==> src/rtl/light_sequencer.sv <==
// light_sequencer
//   Push-button RGB LED colour sequencer. The advance button is synchronised,
//   debounced and edge-detected; each debounced press steps a registered
//   colour state machine OFF -> RED -> GREEN -> BLUE -> WHITE -> RED -> ...
//
// Parameters
//   CLK_HZ       : board clock frequency in Hz (informational only)
//   BOUNCE_TICKS : consecutive cycles the synchronised button must disagree
//                  with the debounced level before that level changes (>= 2)
//
// Ports
//   clk     : system clock, all state changes on the rising edge
//   buttons : [0] synchronous active-high reset (used unsynchronised)
//             [1] asynchronous, bouncy advance button
//   rgb     : registered LED drive, active-high, [2]=red [1]=green [0]=blue
module light_sequencer #(
  parameter int CLK_HZ       = 12_000_000,
  parameter int BOUNCE_TICKS = 8
) (
  input  logic       clk,
  input  logic [1:0] buttons,
  output logic [2:0] rgb
);

  localparam int CW = (BOUNCE_TICKS > 1) ? $clog2(BOUNCE_TICKS) : 1;
  localparam logic [CW-1:0] CNT_MAX = CW'(BOUNCE_TICKS - 1);

  // State encodings double as the LED pattern, so rgb is the state register.
  localparam logic [2:0] ST_OFF   = 3'b000;
  localparam logic [2:0] ST_RED   = 3'b100;
  localparam logic [2:0] ST_GREEN = 3'b010;
  localparam logic [2:0] ST_BLUE  = 3'b001;
  localparam logic [2:0] ST_WHITE = 3'b111;

  if (BOUNCE_TICKS < 2 || CLK_HZ < 1) begin : g_bad_param
    $error("light_sequencer: BOUNCE_TICKS must be >= 2 and CLK_HZ positive");
  end

  logic          rst;
  logic          sync1;
  logic          sync2;
  logic          stable;
  logic          stable_d;
  logic [CW-1:0] counter;
  logic [2:0]    state;
  logic [2:0]    state_next;
  logic          press;

  assign rst   = buttons[0];
  assign press = stable & ~stable_d;
  assign rgb   = state;

  always_ff @(posedge clk) begin
    if (rst) begin
      sync1    <= 1'b0;
      sync2    <= 1'b0;
      stable   <= 1'b0;
      stable_d <= 1'b0;
      counter  <= '0;
      state    <= ST_OFF;
    end else begin
      sync1    <= buttons[1];
      sync2    <= sync1;
      // Any return to the debounced level restarts the qualification count.
      if (sync2 == stable) begin
        counter <= '0;
      end else if (counter == CNT_MAX) begin
        stable  <= sync2;
        counter <= '0;
      end else begin
        counter <= counter + CW'(1);
      end
      stable_d <= stable;
      state    <= state_next;
    end
  end

  always_comb begin
    state_next = state;
    case (state)
      ST_OFF:   if (press) state_next = ST_RED;
      ST_RED:   if (press) state_next = ST_GREEN;
      ST_GREEN: if (press) state_next = ST_BLUE;
      ST_BLUE:  if (press) state_next = ST_WHITE;
      ST_WHITE: if (press) state_next = ST_RED;
      default:  state_next = ST_OFF;
    endcase
  end

endmodule

==> config.mk <==
export PLATFORM = sky130hd
export DESIGN_NAME = light_sequencer
export DESIGN_NICKNAME = d
export VERILOG_FILES = /design/src/rtl/light_sequencer.sv
export SDC_FILE = /design/constraint.sdc
export NUM_CORES = 1
export LEC_CHECK = 0
export ABC_AREA = 1
export BUFFER_PORTS_ARGS = -buffer_cell sky130_fd_sc_hd__buf_2
export CAP_MARGIN = 20
export CORE_AREA = 2 2 39 41
export DETAILED_ROUTE_END_ITERATION = 7
export DIE_AREA = 0 0 41 43
export GPL_TIMING_DRIVEN = 0
export HOLD_SLACK_MARGIN = 0.08
export SLEW_MARGIN = 10
export SYNTH_ARGS = -nofsm -noshare
export SYNTH_HDL_FRONTEND = slang
export SYNTH_SLANG_ARGS = --single-unit
export TNS_END_PERCENT = 1
==> constraint.sdc <==
create_clock -name clk -period 3.42 [get_ports clk]
set_clock_uncertainty 0.1 [all_clocks]
set_input_delay 0.342 -clock clk [delete_from_list [all_inputs] [get_ports clk]]
set_output_delay 0.342 -clock clk [all_outputs]
set_load 0.02 [all_outputs]
==> results of run 1 <==
[cells by family (layout without fill, tap and decap cells)]
logic type	count (synthesis)	after routing	synth area share [%]
compound gates	11	11	14.8
fa+ha+maj	2	2	5.81
buf+inv	12	21	10.5
flops	10	10	46.5
simple gates	22	22	22.4
[Yosys cell counts]
cell      count  area, µm²
o21ai_0       3       15.0
ha_1          2       25.0
nor2_1        6       22.5
nand2_1      10       37.5
o211ai_1      2       15.0
nor2_2        1       6.26
a21oi_1       5       25.0
dfxtp_1      10        200
inv_2         2       7.51
nand3_2       1       10.0
a21oi_2       1       8.76
inv_1        10       37.5
nand3_1       4       20.0
[power groups by stage]
stage	registers (mW)	logic (mW)	clock network [mW]
after global placement	0.121	0.00492	0
after floorplan	0.121	0.00260	0
after global routing	0.119	0.00584	0.116
final	0.119	0.00500	0.105
after detailed placement	0.121	0.00513	0
after CTS	0.118	0.00517	0.110
[layout make-up]
class | instances | area, µm² | share of cell area (%)
clock buffers | 4 | 36.3 | 7.09
inverters | 12 | 45.0 | 8.80
multi-input cells | 35 | 185 | 36.2
flip-flops and latches | 10 | 200 | 39.1
well taps | 16 | 20.0 | 3.91
repair buffers | 5 | 25.0 | 4.89
[sequential cells by signal, summed over array words and instances, names as in the netlist]
register	flops
counter	3
rgb	3
stable	1
stable_d	1
sync1	1
sync2	1
[metal layers]
layer / up-vias / track usage, % / wire length [µm]
met5: - / 0 / 0
met4: 0 / 4.00 / 9
met3: 2 / 7.85 / 53
met2: 11 / 12.8 / 317
met1: 170 / 11.5 / 320
li1: 197 / - / -
[path summary, 6_finish.rpt]
| path | slack (ps) | end |
|---|---|---|
| worst max-delay path | 2070 | rgb[1] |
| worst min-delay path | 190 | sync1$_SDFF_PP0_ |
| worst max register to register | 2270 | counter[0]$_SDFF_PP0_ |
| worst min register to register | 300 | sync2$_SDFF_PP0_ |
[tightest hold or removal path, cell delays in order]
cell and delay (ps):
buf_2 90, inv_1 40, nor2_1 30
[stage by stage]
step | total power [mW] | instance area [µm²] | utilization [%]
final | 0.228 | 512 | 37.0
after global routing | 0.240 | 512 | 37.0
after CTS | 0.234 | 512 | 37.0
after detailed placement | 0.126 | 475 | 34.4
after global placement | 0.126 | 475 | 34.4
after floorplan | 0.124 | 430 | -
==> impl_metrics.env, run 1 <==
export IMPL_cts_path_max_buffers=2
export IMPL_insertedDiodeCount=0
export IMPL_vias=380
export IMPL_yosysSeqAreaShare_pct=46.5
export IMPL_path_buf_inv=1
export IMPL_worstPathMaxFanout=7
export IMPL_die_y_um=43
export IMPL_clock_fmax_ghz=0.739
export IMPL_place_inst=78
export IMPL_syn_avg_cell_area_um2=7.55
export IMPL_grt_pass1_vias=278
export IMPL_nNetsFinal=72
export IMPL_grt_ovfl_total=0
export IMPL_power_share_sequential_pct=51.9
export IMPL_layout_common_cells="inv_1 (10), nand2_1 (10), dfxtp_1 (10), nor2_1 (6)"
export IMPL_core_area_um2=1380
export IMPL_arrival_ps=910
export IMPL_min_period_over_period_pct=39.6
export IMPL_endpoint_kind="primary output"
export IMPL_grt_pass1_wl_um=1090
export IMPL_power_switching_mw=0.0440
export IMPL_grt_max_degree=8
export IMPL_ys_ff_latch=10
export IMPL_worst_slack_ps=2070
export IMPL_antenna_left=0
export IMPL_setup_viol=0
export IMPL_dp_final_hpwl_um=542
export IMPL_max_slew_margin_pct=82.3
export IMPL_p_leak_nw=0.232
export IMPL_hp_class="in -> reg"
export IMPL_pwr_share_comb_pct=2.2
export IMPL_swShare_pct=19.3
export IMPL_yosys_warnings=0
export IMPL_maxCapViolCount=0
export IMPL_cp_slowest_cell="dfxtp_1"
export IMPL_cp_depth=1
export IMPL_fill_cells=159
export IMPL_via_per_inst=4.63
export IMPL_wl_per_cell_um=8.54
export IMPL_hold_ws_ps=188
export IMPL_tightest_slew_ps=264
export IMPL_die_area_um2=1760
export IMPL_rsz0062_at_grt="no"
export IMPL_required_ps=2980
export IMPL_r2r_cells=5
export IMPL_drive_above_1_share_pct=21.2
export IMPL_path_cells="buf_2"
export IMPL_critical_path_top_delay_family="flip-flops"
export IMPL_drv_slew=0
export IMPL_p_int_mw=0.184
export IMPL_stdcell_count=82
export IMPL_synth_cell_types=13
export IMPL_initial_core_util_pct=31.1
export IMPL_cp_slowest_stage_delay_ps=440
export IMPL_h_tree_depth=1
export IMPL_area_growth_pct=18.9
export IMPL_setup_tns_final_ps=0
export IMPL_synth_area_um2=430
export IMPL_globalRouteTotalUtil_pct=9.81
export IMPL_pin_count=6
export IMPL_clock_latency_ps=260
export IMPL_hold_start="buttons[1]"
export IMPL_cellPowerDensity_nw_per_um2=446
export IMPL_startpoint_type="flip-flop"
export IMPL_port_buffers=5
export IMPL_cts_tree="built"
export IMPL_pwr_share_clk_pct=45.9
export IMPL_die_w_um=41
export IMPL_dp_slack_ps=2270
export IMPL_cts_clk_slew_worst_paths_ps=70
export IMPL_fin_crit_ps=1350
export IMPL_r2r_start="counter[0]$_SDFF_PP0_"
export IMPL_numCtsBuffers=3
export IMPL_dr_pass1_iters=4
export IMPL_worstSetupPathType="reg -> out"
export IMPL_rows=14
export IMPL_syn_nets=62
export IMPL_antenna_found_initial=0
export IMPL_cts_root_buffer_cell="clkbuf_4"
export IMPL_ir_worst_vdd_mv=0.246
export IMPL_status="finished clean"
export IMPL_cts_resized=0
export IMPL_holdPathStages=3
export IMPL_drtIter0Drc=10
export IMPL_crit_start="rgb[1]$_SDFFE_PP0P_"
export IMPL_gp_congestion=0.671
export IMPL_cts_sinks=10
export IMPL_drc=0
export IMPL_post_cts_buffers=0
export IMPL_drt_wl_total_um=700
export IMPL_finalHoldViolCount=0
export IMPL_syn_inst=57
export IMPL_cts_hold_buffers=0
Power figures use the tool's default switching activity.
==> run 2: changes to the inputs <==
==> constraint.sdc (replaced) <==
create_clock -name clk -period 1.16 [get_ports clk]
set_clock_uncertainty 0.1 [all_clocks]
set_input_delay 0.116 -clock clk [delete_from_list [all_inputs] [get_ports clk]]
set_output_delay 0.116 -clock clk [all_outputs]
set_load 0.02 [all_outputs]
==> run 2 against run 1 <==
Die area stayed put; global-route usage is 1.2 points higher; count of clock-buffer cells in the layout stayed put; final cell count is 2.4% higher; register-to-register slack worse by 2200 ps; largest cell class unchanged.
==> impl_metrics.env, run 2 (synthesis gave the netlist of run 1 again) <==
export IMPL_fill_cells=149
export IMPL_layout_common_cells="nand2_1 (10), inv_1 (8), dfxtp_1 (8), nor2_1 (6)"
export IMPL_arrival_ps=1230
export IMPL_r2r_start="counter[0]$_SDFF_PP0_"
export IMPL_routed_top_layer="met3"
export IMPL_stdcell_count=84
export IMPL_grt_ovfl_total=0
export IMPL_drt_wl_total_um=670
export IMPL_ir_worst_vdd_mv=0.820
export IMPL_cellPowerDensity_nw_per_um2=1280
export IMPL_dp_slack_ps=-5.89
export IMPL_r2r_cells=5
export IMPL_antenna_found_initial=0
export IMPL_grt_max_degree=8
export IMPL_max_slew_margin_pct=82.4
export IMPL_initial_core_util_pct=31.1
export IMPL_port_buffers=5
export IMPL_finalHoldViolCount=0
export IMPL_crit_path_end="counter[0]$_SDFF_PP0_"
export IMPL_worstSetupPathType="reg -> reg"
export IMPL_swShare_pct=20.0
export IMPL_numCtsBuffers=3
export IMPL_antenna_left=0
export IMPL_clock_latency_ps=270
export IMPL_drive_above_1_share_pct=27.9
export IMPL_cts_root_buffer_cell="clkbuf_4"
export IMPL_h_tree_depth=1
export IMPL_insertedDiodeCount=0
export IMPL_drv_slew=0
export IMPL_nNetsFinal=74
export IMPL_grt_pass1_vias=329
export IMPL_vias=367
export IMPL_cts_clk_slew_worst_paths_ps=60
export IMPL_gp_congestion=0.615
export IMPL_holdPathStages=2
export IMPL_rrSetupSlack_ps=30
export IMPL_dp_final_hpwl_um=497
export IMPL_worst_slack_ps=34.4
export IMPL_worstPathMaxFanout=3
export IMPL_power_switching_mw=0.137
export IMPL_crit_start="counter[0]$_SDFF_PP0_"
export IMPL_pin_count=6
export IMPL_drc=0
export IMPL_power_mw=0.685
export IMPL_globalRouteTotalUtil_pct=11.0
export IMPL_clock_fmax_ghz=0.888
export IMPL_drtIter0Drc=2
export IMPL_pwr_share_clk_pct=46.1
export IMPL_cts_sinks=10
export IMPL_endpoint_kind="flip-flop"
export IMPL_die_area_um2=1760
export IMPL_wl_met2_um=278
export IMPL_p_leak_nw=0.239
export IMPL_grt_pass1_wl_um=1250
export IMPL_layout_commonest_cell="nand2_1"
export IMPL_rsz0062_at_grt="yes"
export IMPL_post_cts_buffers=0
export IMPL_die_y_um=43
export IMPL_area_growth_pct=24.7
export IMPL_required_ps=1260
export IMPL_startpoint_type="flip-flop"
export IMPL_via_per_inst=4.37
export IMPL_fin_crit_ps=1130
export IMPL_setup_viol=0
export IMPL_die_w_um=41
export IMPL_cts_tree="built"
export IMPL_tightest_slew_ps=263
export IMPL_min_period_over_period_pct=97.0
export IMPL_timing_rr_end="counter[0]$_SDFF_PP0_"
export IMPL_status="finished clean"
export IMPL_wl_per_cell_um=7.98
export IMPL_core_area_um2=1380
export IMPL_place_inst=78
export IMPL_wl_met3_um=51
export IMPL_pwr_share_comb_pct=2.9
export IMPL_power_share_sequential_pct=51.0
export IMPL_rows=14
export IMPL_cts_path_max_buffers=2
export IMPL_drt_met1_wl_um=340
export IMPL_hp_class="reg -> reg"
export IMPL_maxCapViolCount=0
export IMPL_dr_pass1_iters=2
export IMPL_p_int_mw=0.548
==> run 2: cell types whose count changed in the layout (fill, tap and decap cells not counted), moves of 2 or more <==
cell / before / now
inv_1: 10 / 8
dfxtp_2: 0 / 2
inv_2: 2 / 4
dfxtp_1: 10 / 8
dlygate4sd3_1: 0 / 2
==> run 2: critical path, stage by stage (launching register included) <==
cell and delay (ps):
dfxtp_1 310, ha_1 200, ha_2 170, inv_2 60, o211ai_1 120, nor2_1 100
==> run 2: how the worst min path moves through the flow <==
stage / startpoint / endpoint / slack [ps]
after floorplan: buttons[0] / rgb[2]$_SDFFE_PP0P_ / 70
after global placement: buttons[1] / sync1$_SDFF_PP0_ / 220
after detailed placement: buttons[1] / sync1$_SDFF_PP0_ / 230
after CTS: sync1$_SDFF_PP0_ / sync2$_SDFF_PP0_ / 310
after global routing: counter[0]$_SDFF_PP0_ / counter[0]$_SDFF_PP0_ / 330
final: sync1$_SDFF_PP0_ / sync2$_SDFF_PP0_ / 310
==> run 2: power by group through the flow <==
stage	logic, mW	registers (mW)	clock network, mW
after floorplan	0.00768	0.357	0
after global placement	0.0146	0.357	0
after detailed placement	0.0150	0.357	0
after CTS	0.0202	0.349	0.330
after global routing	0.0230	0.350	0.351
final	0.0198	0.349	0.316
==> run 2: final cells by class <==
type | count | area, µm² | share of cell area, %
timing repair buffer | 7 | 45.0 | 8.39
sequential | 10 | 203 | 37.8
tap | 16 | 20.0 | 3.73
clock buffer | 4 | 36.3 | 6.76
inverter | 12 | 45.0 | 8.39
multi-input combinational | 35 | 188 | 35.0
==> run 2: layer usage <==
layer  track usage (%)  vias up
met2              13.1       10
met1              14.0      151
li1                  -      206
met3              9.42        0
met4              4.00        0
met5                 0        -
==> run 2: through the flow <==
stage,instance area (µm²),setup TNS [ps],util [%],hold slack (ps)
final,537,0,38.8,306
after global routing,537,-179,38.8,335
after CTS,536,0,38.7,313
after detailed placement,477,-5.89,34.4,232
after global placement,477,0,34.4,217
after floorplan,432,0,-,71.1
==> run 2: timing repair <==
action / 4_1_cts / 5_1_grt
hold buffers: 2 / 0
setup endpoints to repair: 3 / 7
endpoints found under the hold margin: 4 / 0
gates cloned: 0 / 0
gates resized for setup: 2 / 2
pin swaps: 1 / 1
==> run 3: changes to the inputs <==
--- a/config.mk
+++ b/config.mk
@@ -9,6 +9,7 @@
 export BUFFER_PORTS_ARGS = -buffer_cell sky130_fd_sc_hd__buf_2
 export CAP_MARGIN = 20
 export CORE_AREA = 2 2 39 41
+export CTS_BUF_LIST = sky130_fd_sc_hd__clkbuf_4
 export DETAILED_ROUTE_END_ITERATION = 7
 export DIE_AREA = 0 0 41 43
 export GPL_TIMING_DRIVEN = 0
==> run 3 against run 2 <==
Clock power shrank 23%; worst hold slack is essentially flat; sequential cell count is the same; critical path depth is the same; utilization shrank 0.63 points; largest cell class unchanged; largest power group unchanged.
==> impl_metrics.env, run 3 (synthesis gave the netlist of run 1 again) <==
export IMPL_status="finished clean"
export IMPL_antenna_left=0
export IMPL_clock_fmax_ghz=0.886
export IMPL_die_area_um2=1760
export IMPL_cts_tree="built"
export IMPL_required_ps=1260
export IMPL_core_area_um2=1380
export IMPL_drtIter0Drc=9
export IMPL_wl_per_cell_um=7.77
export IMPL_max_slew_margin_pct=82.4
export IMPL_dp_final_hpwl_um=497
export IMPL_grt_pass1_vias=330
export IMPL_hold_ws_ps=306
export IMPL_nNetsFinal=74
export IMPL_grt_max_degree=8
export IMPL_pin_count=6
export IMPL_grt_busiest_layer="met1"
export IMPL_cts_path_max_buffers=2
export IMPL_startpoint_type="flip-flop"
export IMPL_h_tree_depth=1
export IMPL_clock_latency_ps=260
export IMPL_layout_common_cells="nand2_1 (10), inv_1 (8), dfxtp_1 (7), nor2_1 (6)"
export IMPL_post_cts_buffers=0
export IMPL_die_y_um=43
export IMPL_vias=366
export IMPL_drc=0
export IMPL_grt_pass1_wl_um=1250
export IMPL_die_w_um=41
export IMPL_drv_slew=0
export IMPL_p_leak_nw=0.234
export IMPL_ir_worst_vdd_mv=0.823
export IMPL_hp_class="reg -> reg"
export IMPL_worstPathMaxFanout=3
export IMPL_met3_usage_pct=9.42
export IMPL_finalHoldViolCount=0
export IMPL_layout_commonest_cell="nand2_1"
export IMPL_stdcell_count=84
export IMPL_gp_congestion=0.615
export IMPL_hold_start="sync1$_SDFF_PP0_"
export IMPL_place_inst=78
export IMPL_port_buffers=5
export IMPL_rows=14
export IMPL_rsz0062_at_grt="yes"
export IMPL_use_met1_pct=14.0
export IMPL_r2r_start="counter[0]$_SDFF_PP0_"
export IMPL_cts_sinks=10
export IMPL_grtUsageMet2_pct=12.8
export IMPL_tightest_slew_ps=263
export IMPL_endpoint_kind="flip-flop"
export IMPL_grt_ovfl_total=0
export IMPL_drive_above_1_share_pct=27.9
export IMPL_insertedDiodeCount=0
export IMPL_worstSetupPathType="reg -> reg"
export IMPL_cts_clk_slew_worst_paths_ps=60
export IMPL_setup_viol=0
export IMPL_antenna_found_initial=0
export IMPL_initial_core_util_pct=31.1
export IMPL_globalRouteTotalUtil_pct=11.2
export IMPL_arrival_ps=1230
export IMPL_numCtsBuffers=3
export IMPL_min_period_over_period_pct=97.3
export IMPL_crit_start="counter[0]$_SDFF_PP0_"
export IMPL_area_growth_pct=22.7
export IMPL_dr_pass1_iters=3
export IMPL_cts_root_buffer_cell="clkbuf_4"
export IMPL_fill_cells=147
export IMPL_via_per_inst=4.36
export IMPL_fin_crit_ps=1130
export IMPL_cellPowerDensity_nw_per_um2=1160
export IMPL_maxCapViolCount=0
export IMPL_drt_wl_total_um=653
==> run 3: worst paths after layout <==
check                               end  depth (start not counted)  slack [ps]
setup reg to reg  counter[0]$_SDFF_PP0_                          5          30
setup / recovery  counter[0]$_SDFF_PP0_                          5          30
hold / removal         sync2$_SDFF_PP0_                          2         310
hold reg to reg        sync2$_SDFF_PP0_                          2         310
==> run 3: worst max-delay path: stages (launching register included) <==
cell,delay [ps]
dfxtp_1,310
ha_1,200
ha_2,170
inv_2,60
o211ai_1,120
nor2_1,100
==> run 3: per-layer routing <==
layer	wire (µm)	share of wire, %	up-vias
li1	-	-	206
met1	337	52	148
met2	262	40	10
met3	48	7.4	2
met4	4	0.61	0
met5	0	0	-
==> run 3: layout make-up <==
class / instances / area [µm²] / area share, %
repair buffers: 7 / 45.0 / 8.53
multi-input cells: 35 / 188 / 35.5
well taps: 16 / 20.0 / 3.79
flip-flops and latches: 10 / 204 / 38.6
inverters: 12 / 45.0 / 8.53
clock inverters: 1 / 3.75 / 0.711
clock buffers: 3 / 22.5 / 4.27
==> run 3: repair_timing <==
item | 4_1_cts | 5_1_grt
endpoints found under the setup margin | 3 | 7
endpoints found under the hold margin | 4 | 0
hold buffers | 2 | 0
gates cloned | 0 | 0
pin swaps | 1 | 1
gates resized for setup | 2 | 4
==> run 3: where the power goes <==
part / internal (mW) / switching (mW) / leakage [nW] / total [mW]
combinational: 0.0103 / 0.00959 / 0.136 / 0.0199
clock: 0.124 / 0.119 / 0.0154 / 0.244
sequential: 0.347 / 0.00183 / 0.0826 / 0.349
total: 0.482 / 0.131 / 0.234 / 0.613
==> run 3: stage by stage <==
stage / setup TNS [ps] / util, % / instance area [µm²] / worst slack, ps / power [mW]
after floorplan: 0 / - / 432 / 16.6 / 0.364
after global placement: 0 / 34.4 / 477 / 4.60 / 0.372
after detailed placement: -5.89 / 34.4 / 477 / -5.89 / 0.372
after CTS: 0 / 38.0 / 526 / 4.65 / 0.630
after global routing: -128 / 38.2 / 528 / -57.9 / 0.656
final: 0 / 38.2 / 528 / 31.2 / 0.613
